===== config.mk =====
export PLATFORM = sky130hd
export DESIGN_NAME = enigma_msg_ctrl
export DESIGN_NICKNAME = d
export VERILOG_FILES = /design/src/rtl/enigma_msg_ctrl.sv
export SDC_FILE = /design/constraint.sdc
export NUM_CORES = 1
export LEC_CHECK = 0
export CORE_MARGIN = 5
export CORE_UTILIZATION = 55
export CTS_BUF_LIST = sky130_fd_sc_hd__clkbuf_4 sky130_fd_sc_hd__clkbuf_8
export CTS_CLUSTER_SIZE = 8
export DETAILED_ROUTE_END_ITERATION = 10
export GPL_TIMING_DRIVEN = 0
export PLACE_DENSITY = 0.8
export SYNTH_ARGS = -nofsm -noshare
export SYNTH_HDL_FRONTEND = slang
export SYNTH_SLANG_ARGS = --single-unit

===== constraint.sdc =====
create_clock -name clk -period 6.3 [get_ports clk]
set_input_delay 0.63 -clock clk [delete_from_list [all_inputs] [get_ports clk]]
set_output_delay 0.63 -clock clk [all_outputs]
set_load 0.02 [all_outputs]

===== src/rtl/enigma_msg_ctrl.sv =====
// Message-level host controller for the Enigma core: buffers a message, feeds letters
// through the core's set/valid/done handshake and collects results for the host to drain.
module enigma_msg_ctrl #(
   parameter int unsigned MAX_LEN = 64,
   parameter int unsigned TIMEOUT = 255
) (
   input  logic                      clk,
   input  logic                      reset,
   input  logic                      wr_en,
   input  logic [7:0]                wr_data,
   input  logic                      start,
   input  logic                      dec_in,
   input  logic                      clear,
   output logic                      full,
   output logic                      overflow,
   output logic                      busy,
   output logic                      msg_done,
   output logic                      err,
   output logic                      core_set,
   output logic                      core_en,
   output logic                      core_valid,
   output logic [7:0]                core_din,
   output logic                      core_dec,
   input  logic [7:0]                core_dout,
   input  logic                      core_done,
   input  logic                      rd_en,
   output logic [7:0]                rd_data,
   output logic                      rd_valid,
   output logic [$clog2(MAX_LEN):0]  out_count
);

   localparam int unsigned AW = $clog2(MAX_LEN);
   localparam int unsigned CW = AW + 1;
   localparam int unsigned TW = $clog2(TIMEOUT + 1);

   typedef enum logic [2:0] {S_IDLE, S_SETUP, S_SEND, S_WAIT, S_DONE} state_t;

   state_t          state_q;
   logic [7:0]      ibuf_q [MAX_LEN];
   logic [7:0]      obuf_q [MAX_LEN];
   logic [CW-1:0]   in_count_q, send_idx_q, out_count_q, rd_ptr_q;
   logic [TW-1:0]   tmo_q;
   logic            overflow_q, err_q, dec_q, rd_valid_q;
   logic [7:0]      rd_data_q;

   logic [7:0]      cur_c;
   logic            is_lower, is_upper, is_letter;
   logic [7:0]      norm_c;
   logic [CW-1:0]   send_idx_d;
   logic            last_d, full_d, wr_ok, clear_ok;

   always_comb begin
      cur_c      = ibuf_q[send_idx_q[AW-1:0]];
      is_lower   = (cur_c >= 8'h61) && (cur_c <= 8'h7A);
      is_upper   = (cur_c >= 8'h41) && (cur_c <= 8'h5A);
      is_letter  = is_lower || is_upper;
      norm_c     = is_lower ? (cur_c - 8'h20) : cur_c;
      send_idx_d = send_idx_q + 1'b1;
      last_d     = (send_idx_d == in_count_q);
      full_d     = (in_count_q == CW'(MAX_LEN));
      wr_ok      = wr_en && (state_q == S_IDLE) && !full_d;
      clear_ok   = clear && ((state_q == S_IDLE) || (state_q == S_DONE));
   end

   always_ff @(posedge clk) begin
      if (reset) begin
         state_q     <= S_IDLE;
         in_count_q  <= '0;
         send_idx_q  <= '0;
         out_count_q <= '0;
         rd_ptr_q    <= '0;
         tmo_q       <= '0;
         overflow_q  <= 1'b0;
         err_q       <= 1'b0;
         dec_q       <= 1'b0;
         rd_valid_q  <= 1'b0;
         rd_data_q   <= '0;
      end else begin
         rd_valid_q <= 1'b0;
         if (clear_ok) begin
            state_q     <= S_IDLE;
            in_count_q  <= '0;
            send_idx_q  <= '0;
            out_count_q <= '0;
            rd_ptr_q    <= '0;
            tmo_q       <= '0;
            overflow_q  <= 1'b0;
            err_q       <= 1'b0;
         end else begin
            if (rd_en && (rd_ptr_q < out_count_q)) begin
               rd_data_q  <= obuf_q[rd_ptr_q[AW-1:0]];
               rd_valid_q <= 1'b1;
               rd_ptr_q   <= rd_ptr_q + 1'b1;
            end
            unique case (state_q)
               S_IDLE: begin
                  if (wr_en && full_d) overflow_q <= 1'b1;
                  if (wr_ok) begin
                     ibuf_q[in_count_q[AW-1:0]] <= wr_data;
                     in_count_q <= in_count_q + 1'b1;
                  end
                  // a write in the start cycle is part of the message
                  if (start) begin
                     if ((in_count_q != '0) || wr_ok) begin
                        dec_q      <= dec_in;
                        send_idx_q <= '0;
                        state_q    <= S_SETUP;
                     end else begin
                        state_q <= S_DONE;
                     end
                  end
               end
               S_SETUP: state_q <= S_SEND;
               S_SEND: begin
                  if (is_letter) begin
                     tmo_q   <= '0;
                     state_q <= S_WAIT;
                  end else begin
                     obuf_q[out_count_q[AW-1:0]] <= cur_c;
                     out_count_q <= out_count_q + 1'b1;
                     send_idx_q  <= send_idx_d;
                     state_q     <= last_d ? S_DONE : S_SEND;
                  end
               end
               S_WAIT: begin
                  if (core_done) begin
                     obuf_q[out_count_q[AW-1:0]] <= core_dout;
                     out_count_q <= out_count_q + 1'b1;
                     send_idx_q  <= send_idx_d;
                     state_q     <= last_d ? S_DONE : S_SEND;
                  end else if (tmo_q == TW'(TIMEOUT - 1)) begin
                     obuf_q[out_count_q[AW-1:0]] <= 8'h3F;
                     out_count_q <= out_count_q + 1'b1;
                     err_q       <= 1'b1;
                     state_q     <= S_DONE;
                  end else begin
                     tmo_q <= tmo_q + 1'b1;
                  end
               end
               S_DONE: ;
               default: state_q <= S_IDLE;
            endcase
         end
      end
   end

   assign full       = full_d;
   assign overflow   = overflow_q;
   assign busy       = (state_q == S_SETUP) || (state_q == S_SEND) || (state_q == S_WAIT);
   assign msg_done   = (state_q == S_DONE);
   assign err        = err_q;
   assign core_set   = (state_q == S_SETUP);
   assign core_en    = busy;
   assign core_valid = (state_q == S_SEND) && is_letter;
   assign core_din   = core_valid ? norm_c : 8'h00;
   assign core_dec   = dec_q;
   assign rd_data    = rd_data_q;
   assign rd_valid   = rd_valid_q;
   assign out_count  = out_count_q;

endmodule

==> impl_metrics.yaml, run 1 <==
final_layout:
  drive_above_1_share_pct: 26.9
  area_growth_pct: 12.9
  final-seq-area_mm2: 0.0319
  final_area_mm2: 0.0487
  nets: 2470
  fill_cells: 5114
  multi_input_area_mm2: 0.0107
sta:
  fin_worst_skew_ns: 0.0530
  slew_headroom_pct: 6.38
  hold-worst-slack_ns: 0.110
  tightest_slew_ns: 1.39
  period_minus_slack_ns: 6.09
  rsz0062_at_grt: "no"
  setup-violations-final: 0
  fmax_mhz: 164
  finalWorstSetupSlack_ns: 0.213
  finalCritPeriodShare_pct: 96.6
  drv_slew: 0
  hold_viol: 0
critical_path:
  end_kind: "output port"
  cp.required_ns: 5.67
  critical_path.max_fanout: 10
  path_class: "reg2out"
  crit_end: "core_din[4]"
  critPathLaunchType: "register"
  worst_ep_arrival_time_ns: 5.46
  rrSetupSlack_ns: 0.47
  r2r.worst_path.cells: 13
  timing.rr.end: "obuf_q[31][0]"
logic_synthesis:
  syn_nets: 2226
  syn_area_per_cell_um2: 19.7
  synth_top_cell_by_area: "edfxtp_1"
  netlist_instances: 2187
  synth-seq-cells: 1081
  yosys-top-cells-area: "edfxtp_1 (71%), mux4_2 (15%), dfxtp_1 (2.6%)"
  synth_top_cell_area_share_pct: 71.3
  ys.flop_type: "edfxtp_1"
  synth_cell_type_count: 72
  ys_seq_area_share_pct: 73.9
  synthArstFlopShare_pct: 0
  ys_warn_count: 0
  netlist_area_mm2: 0.0431
  synth_edf_count: 1024
run:
  maxCapViolCount: 0
detailed_routing:
  drt-initial-drc-count: 4105
  vias_per_cell: 6.72
  firstDrtPassIters: 6
  postRouteAntennaNets: 0
  num_vias: 24000
  wl_per_cell_um: 31.5
  wirelength_um: 112000
  drcViolationCount: 0
place:
  place.detailed.hpwl_um: 75200
  portBuffers: 55
  post-place-ws_ns: -0.0752
  gp_congestion: 0.960
  place_area_mm2: 0.0454
floorplan:
  design.die.area_mm2: 0.0841
  die_height_um: 290
  core_mm2: 0.0776
  row_count: 102
  ios: 57
  die_x_um: 290
  start_util_pct: 55.6
clocking:
  cts.sinks: 1081
  cts-hold-fix-buffers: 0
  ctsResizeCount: 9
  clk-insertion-delay-late_ns: 0.84
  cts_max_level: 4
  tritoncts: "done"
  cts_root_buf: "clkbuf_8"
  clk_pin_slew_ns: 0.05
  cts_buffer_depth: 3
  cts_made_buffers: 163
  cts_setup_buffers: 0
outcome:
  status: "finished clean"
global_routing:
  antenna_found_initial: 3
  grt_pass1_wl_um: 162000
  grt_pass1_vias: 24000
  overflow: 0
  grt_max_degree: 61
  grt_use_total_pct: 26.5
pwr:
  worst_ir_drop_vdd_v: 0.000255
  powerDensity_mw_per_mm2: 283
  p_leak_nw: 15.0
min_path:
  hold_class: "in2reg"
## final cells by class
cell class	count	share of cell area [%]
antenna	1	0.00514
buffer	119	1.31
clock buffer	239	5.83
clock inverter	27	0.532
inverter	22	0.170
multi-input combinational	964	22.0
sequential	1081	65.5
tap	1040	2.67
timing repair buffer	80	1.98
## registers in the layout, summed over array words and instances (netlist names), named ones only
register / flops
core_dec: 1
err: 1
ibuf_q: 512
in_count_q: 7
obuf_q: 512
out_count: 7
overflow: 1
rd_data: 8
rd_ptr_q: 7
rd_valid: 1
send_idx_q: 7
state_q: 3
tmo_q: 8
## worst min path at each step
stage                        startpoint             to  cells past startpoint
after detailed placement     rd_data[1]     rd_data[1]                      2
after global placement       rd_data[1]     rd_data[1]                      2
after CTS                    wr_data[3]  ibuf_q[60][3]                      1
final                        wr_data[3]  ibuf_q[56][3]                      1
after floorplan           send_idx_q[6]  send_idx_q[6]                      2
after global routing         wr_data[3]  ibuf_q[60][3]                      1
## metrics by stage
step	std cells	power (W)	setup TNS [ns]	util, %
floorplan	2187	0.00816	0	-
global placement	3282	0.00831	-158.47	58.0
detailed placement	3304	0.00834	-1.36	58.6
CTS	3570	0.0138	0	62.6
global route	3573	0.0142	0	62.8
finish	3573	0.0138	0	62.8
## critical path: stages, from the launching register on
cell	delay (ns)
dfxtp_1	0.31
buf_4	0.26
buf_6	0.25
buf_6	0.24
buf_6	0.27
mux4_2	0.55
mux2i_1	0.24
nand2_1	0.15
nand3_1	0.23
o41ai_2	0.22
a2111oi_4	0.38
o211ai_2	0.21
or2_2	0.35
buf_2	0.20
nor2_1	0.12
clkdlybuf4s50_1	0.62
## cell families (layout without fill, tap and decap cells)
family	count (synthesis)	count (layout)	synth area share (%)
multiplexers	350	350	16.4
adder cells (fa/ha/maj)	15	15	0.435
flip-flops	1081	1081	73.9
XOR/XNOR	23	23	0.467
AND/OR/NAND/NOR	432	432	4.76
AO/OA/AOI/OAI	143	143	2.34
other	1	2	0.00869
buffers and inverters	142	487	1.64
## where the power goes
| group | internal, W | switching (W) | total, W |
|---|---|---|---|
| clock | 0.00294 | 0.00264 | 0.00558 |
| sequential | 0.00786 | 0.00000599 | 0.00787 |
| combinational | 0.0000939 | 0.000242 | 0.000336 |
## placed cells by master (no fill, tap or decap), types with 40 or more instances in the layout
cell type and n:
nand2_1 80, clkbuf_4 75, edfxtp_1 1024, nor2_1 162
dfxtp_1 57, nand3_1 40, mux2i_1 56, mux4_2 285
clkbuf_8 167, clkbuf_1 62, clkdlybuf4s50_1 43
## cell usage after synthesis, drive strengths merged (3+ instances only)
master   count
nand2       87
nand2b       8
o22ai        8
buf         58
or4          6
a221oi       5
a21o         7
or3         11
nand3b       6
a211o        4
ha          15
and3         8
a21oi       30
inv         21
nand4       16
nor2       162
clkbuf      62
mux2i       58
a31oi       10
o21ai       22
edfxtp    1024
or3b         5
dfxtp       57
and2         6
a211oi       7
and4         3
nor4         3
nor3        51
a2111oi      5
mux4       285
a41oi        3
a22oi       15
xor2         9
mux2         7
o211ai       4
xnor2       14
nand3       40
nor2b       14
## routing by layer
layer / global-route usage [%] / vias up / part of all wire, %
met1: 37.5 / 12100 / 36
met4: 9.39 / 0 / 3.6
met3: 8.40 / 305 / 15
li1: - / 9469 / -
met5: 0 / - / 0
met2: 39.6 / 2078 / 46
Power figures use the tool's default switching activity.
==> inputs of run 2 (changes only) <==
==> constraint.sdc (replaced) <==
create_clock -name clk -period 6.3 [get_ports clk]
set_input_delay 0.63 -clock clk [delete_from_list [all_inputs] [get_ports clk]]
set_output_delay 0.63 -clock clk [all_outputs]
set_load 0.1 [all_outputs]
==> impl_metrics.yaml, run 2 (same netlist as run 1, synthesis figures left out) <==
sta:
  setup-violations-final: 0
  slew_headroom_pct: 7.19
  finalCritPeriodShare_pct: 97.4
  finalWorstSetupSlack_ns: 0.165
  hold-worst-slack_ns: 0.109
  fmax_mhz: 163
  drv_slew: 0
  rsz0062_at_grt: "no"
  period_minus_slack_ns: 6.13
  hold_viol: 0
  fin_worst_skew_ns: 0.0477
  tightest_slew_ns: 1.38
pwr:
  p_int_w: 0.0109
  p_sw_w: 0.00292
  comb_power_share_pct: 2.6
  swShare_pct: 21.1
  power_frac_clock_pct: 40.4
  worst_ir_drop_vdd_v: 0.000254
  design_power_total_w: 0.0138
  p_leak_nw: 14.9
  powerDensity_mw_per_mm2: 284
  p_seq_share_pct: 57.0
detailed_routing:
  postRouteAntennaNets: 0
  vias_per_cell: 6.69
  wl_per_cell_um: 31.5
  firstDrtPassIters: 6
  wirelength_um: 113000
  num_vias: 23900
  drcViolationCount: 0
  drt-initial-drc-count: 4319
place:
  gp_congestion: 0.960
  place.detailed.hpwl_um: 75200
  dp_cells: 3304
  place_area_mm2: 0.0454
  post-place-ws_ns: -0.0752
  portBuffers: 55
global_routing:
  grt_pass1_wl_um: 162000
  grt_pass1_vias: 24000
  grt_max_degree: 61
  antenna_found_initial: 3
  overflow: 0
  grt_use_total_pct: 26.4
clocking:
  cts.sinks: 1081
  clk_pin_slew_ns: 0.05
  cts_root_buf: "clkbuf_8"
  clk-insertion-delay-late_ns: 0.84
  tritoncts: "done"
  cts_made_buffers: 163
  cts_setup_buffers: 0
  cts-hold-fix-buffers: 0
  cts_max_level: 4
  cts_buffer_depth: 3
floorplan:
  design.die.area_mm2: 0.0841
  die_height_um: 290
  row_count: 102
  core_mm2: 0.0776
  start_util_pct: 55.6
  die_x_um: 290
  ios: 57
critical_path:
  slowest_stage: "buf_2"
  critical_path.max_fanout: 10
  cp.required_ns: 5.67
  crit_chain: "buf_4, buf_6, buf_4, buf_4, buf_4, mux4_2, mux2i_2, a22oi_1, nand3_1, o41ai_2, a2111oi_4, o211ai_2, or2_2, buf_2, nor2_1, buf_2"
  end_kind: "output port"
  critPathMostFrequentCell: "buf_4"
  critPathLaunchType: "register"
  worst_ep_arrival_time_ns: 5.50
  path_class: "reg2out"
  cpPeakStageDelay_ns: 0.43
final_layout:
  nets: 2471
  area_growth_pct: 12.8
  layout_common_cells: "edfxtp_1 (1024), mux4_2 (285), clkbuf_8 (167), nor2_1 (162), nand2_1 (81)"
  drive_above_1_share_pct: 27.2
  final_area_mm2: 0.0486
  fill_cells: 5123
  final-seq-area_mm2: 0.0319
  final_cell_count_no_fill: 3575
  final_common_cell: "edfxtp_1"
  multi_input_area_mm2: 0.0107
outcome:
  status: "finished clean"
run:
  maxCapViolCount: 0
min_path:
  hold_class: "in2reg"
==> run 2: cell count changes in the layout (fill, tap and decap cells not counted), sizes merged <==
| cell | previous run | this run |
|---|---|---|
| clkbuf | 304 | 309 |
| dlymetal6s2s | 4 | 0 |
| diode | 1 | 2 |
| clkdlybuf4s50 | 43 | 39 |
| buf | 87 | 91 |
==> run 2: final cells by class <==
cell class,count,share of cell area [%]
Sequential cell,1081,65.6
Multi-Input combinational cell,964,22.0
Clock buffer,239,5.84
Tap cell,1040,2.68
Timing Repair Buffer,80,1.91
Buffer,120,1.30
Clock inverter,27,0.532
Inverter,22,0.170
Antenna cell,2,0.0103
==> run 2: per-stage QoR <==
step	util [%]	TNS, ns
floorplan	-	0
global placement	58.0	-158.47
detailed placement	58.6	-1.36
CTS	62.5	0
global route	62.7	0
finish	62.7	0
==> run 2: power groups by stage <==
| stage | combinational (W) | sequential (W) | clock, W |
|---|---|---|---|
| global route | 0.000377 | 0.00786 | 0.00595 |
| global placement | 0.000305 | 0.00803 | 0 |
| floorplan | 0.000160 | 0.00803 | 0 |
| CTS | 0.000351 | 0.00787 | 0.00560 |
| finish | 0.000361 | 0.00787 | 0.00558 |
| detailed placement | 0.000351 | 0.00802 | 0 |
==> run 2: final timing paths <==
path	startpoint	to	slack [ns]	depth (start not counted)
worst max-delay path	register	core_din[0]	0.17	16
worst min-delay path	wr_data[3]	ibuf_q[56][3]	0.11	1
worst max register to register	register	obuf_q[31][0]	0.23	15
worst min register to register	rd_data[1]	rd_data[1]	0.46	2
==> run 2: worst max-delay path: cells and delay by family (launching register included) <==
family / cells / cell delay, ns
and+or+nand+nor: 3 / 0.69
AOI/OAI and AO/OA: 4 / 0.93
buffers and inverters: 7 / 2.00
DFF: 1 / 0.30
muxes: 2 / 0.72
==> run 2: per-layer routing <==
metal | routed length, µm | vias to the layer above | track usage [%]
li1 | - | 9457 | -
met1 | 40100 | 12100 | 37.4
met3 | 17000 | 282 | 8.40
met5 | 0 | - | 0
met4 | 3860 | 0 | 9.39
met2 | 51600 | 2065 | 39.6
==> run 2: what timing repair did <==
action                     in CTS  in global routing
gates resized for setup        40                 14
setup endpoints to repair      45                 34
pin swaps                       0                  0
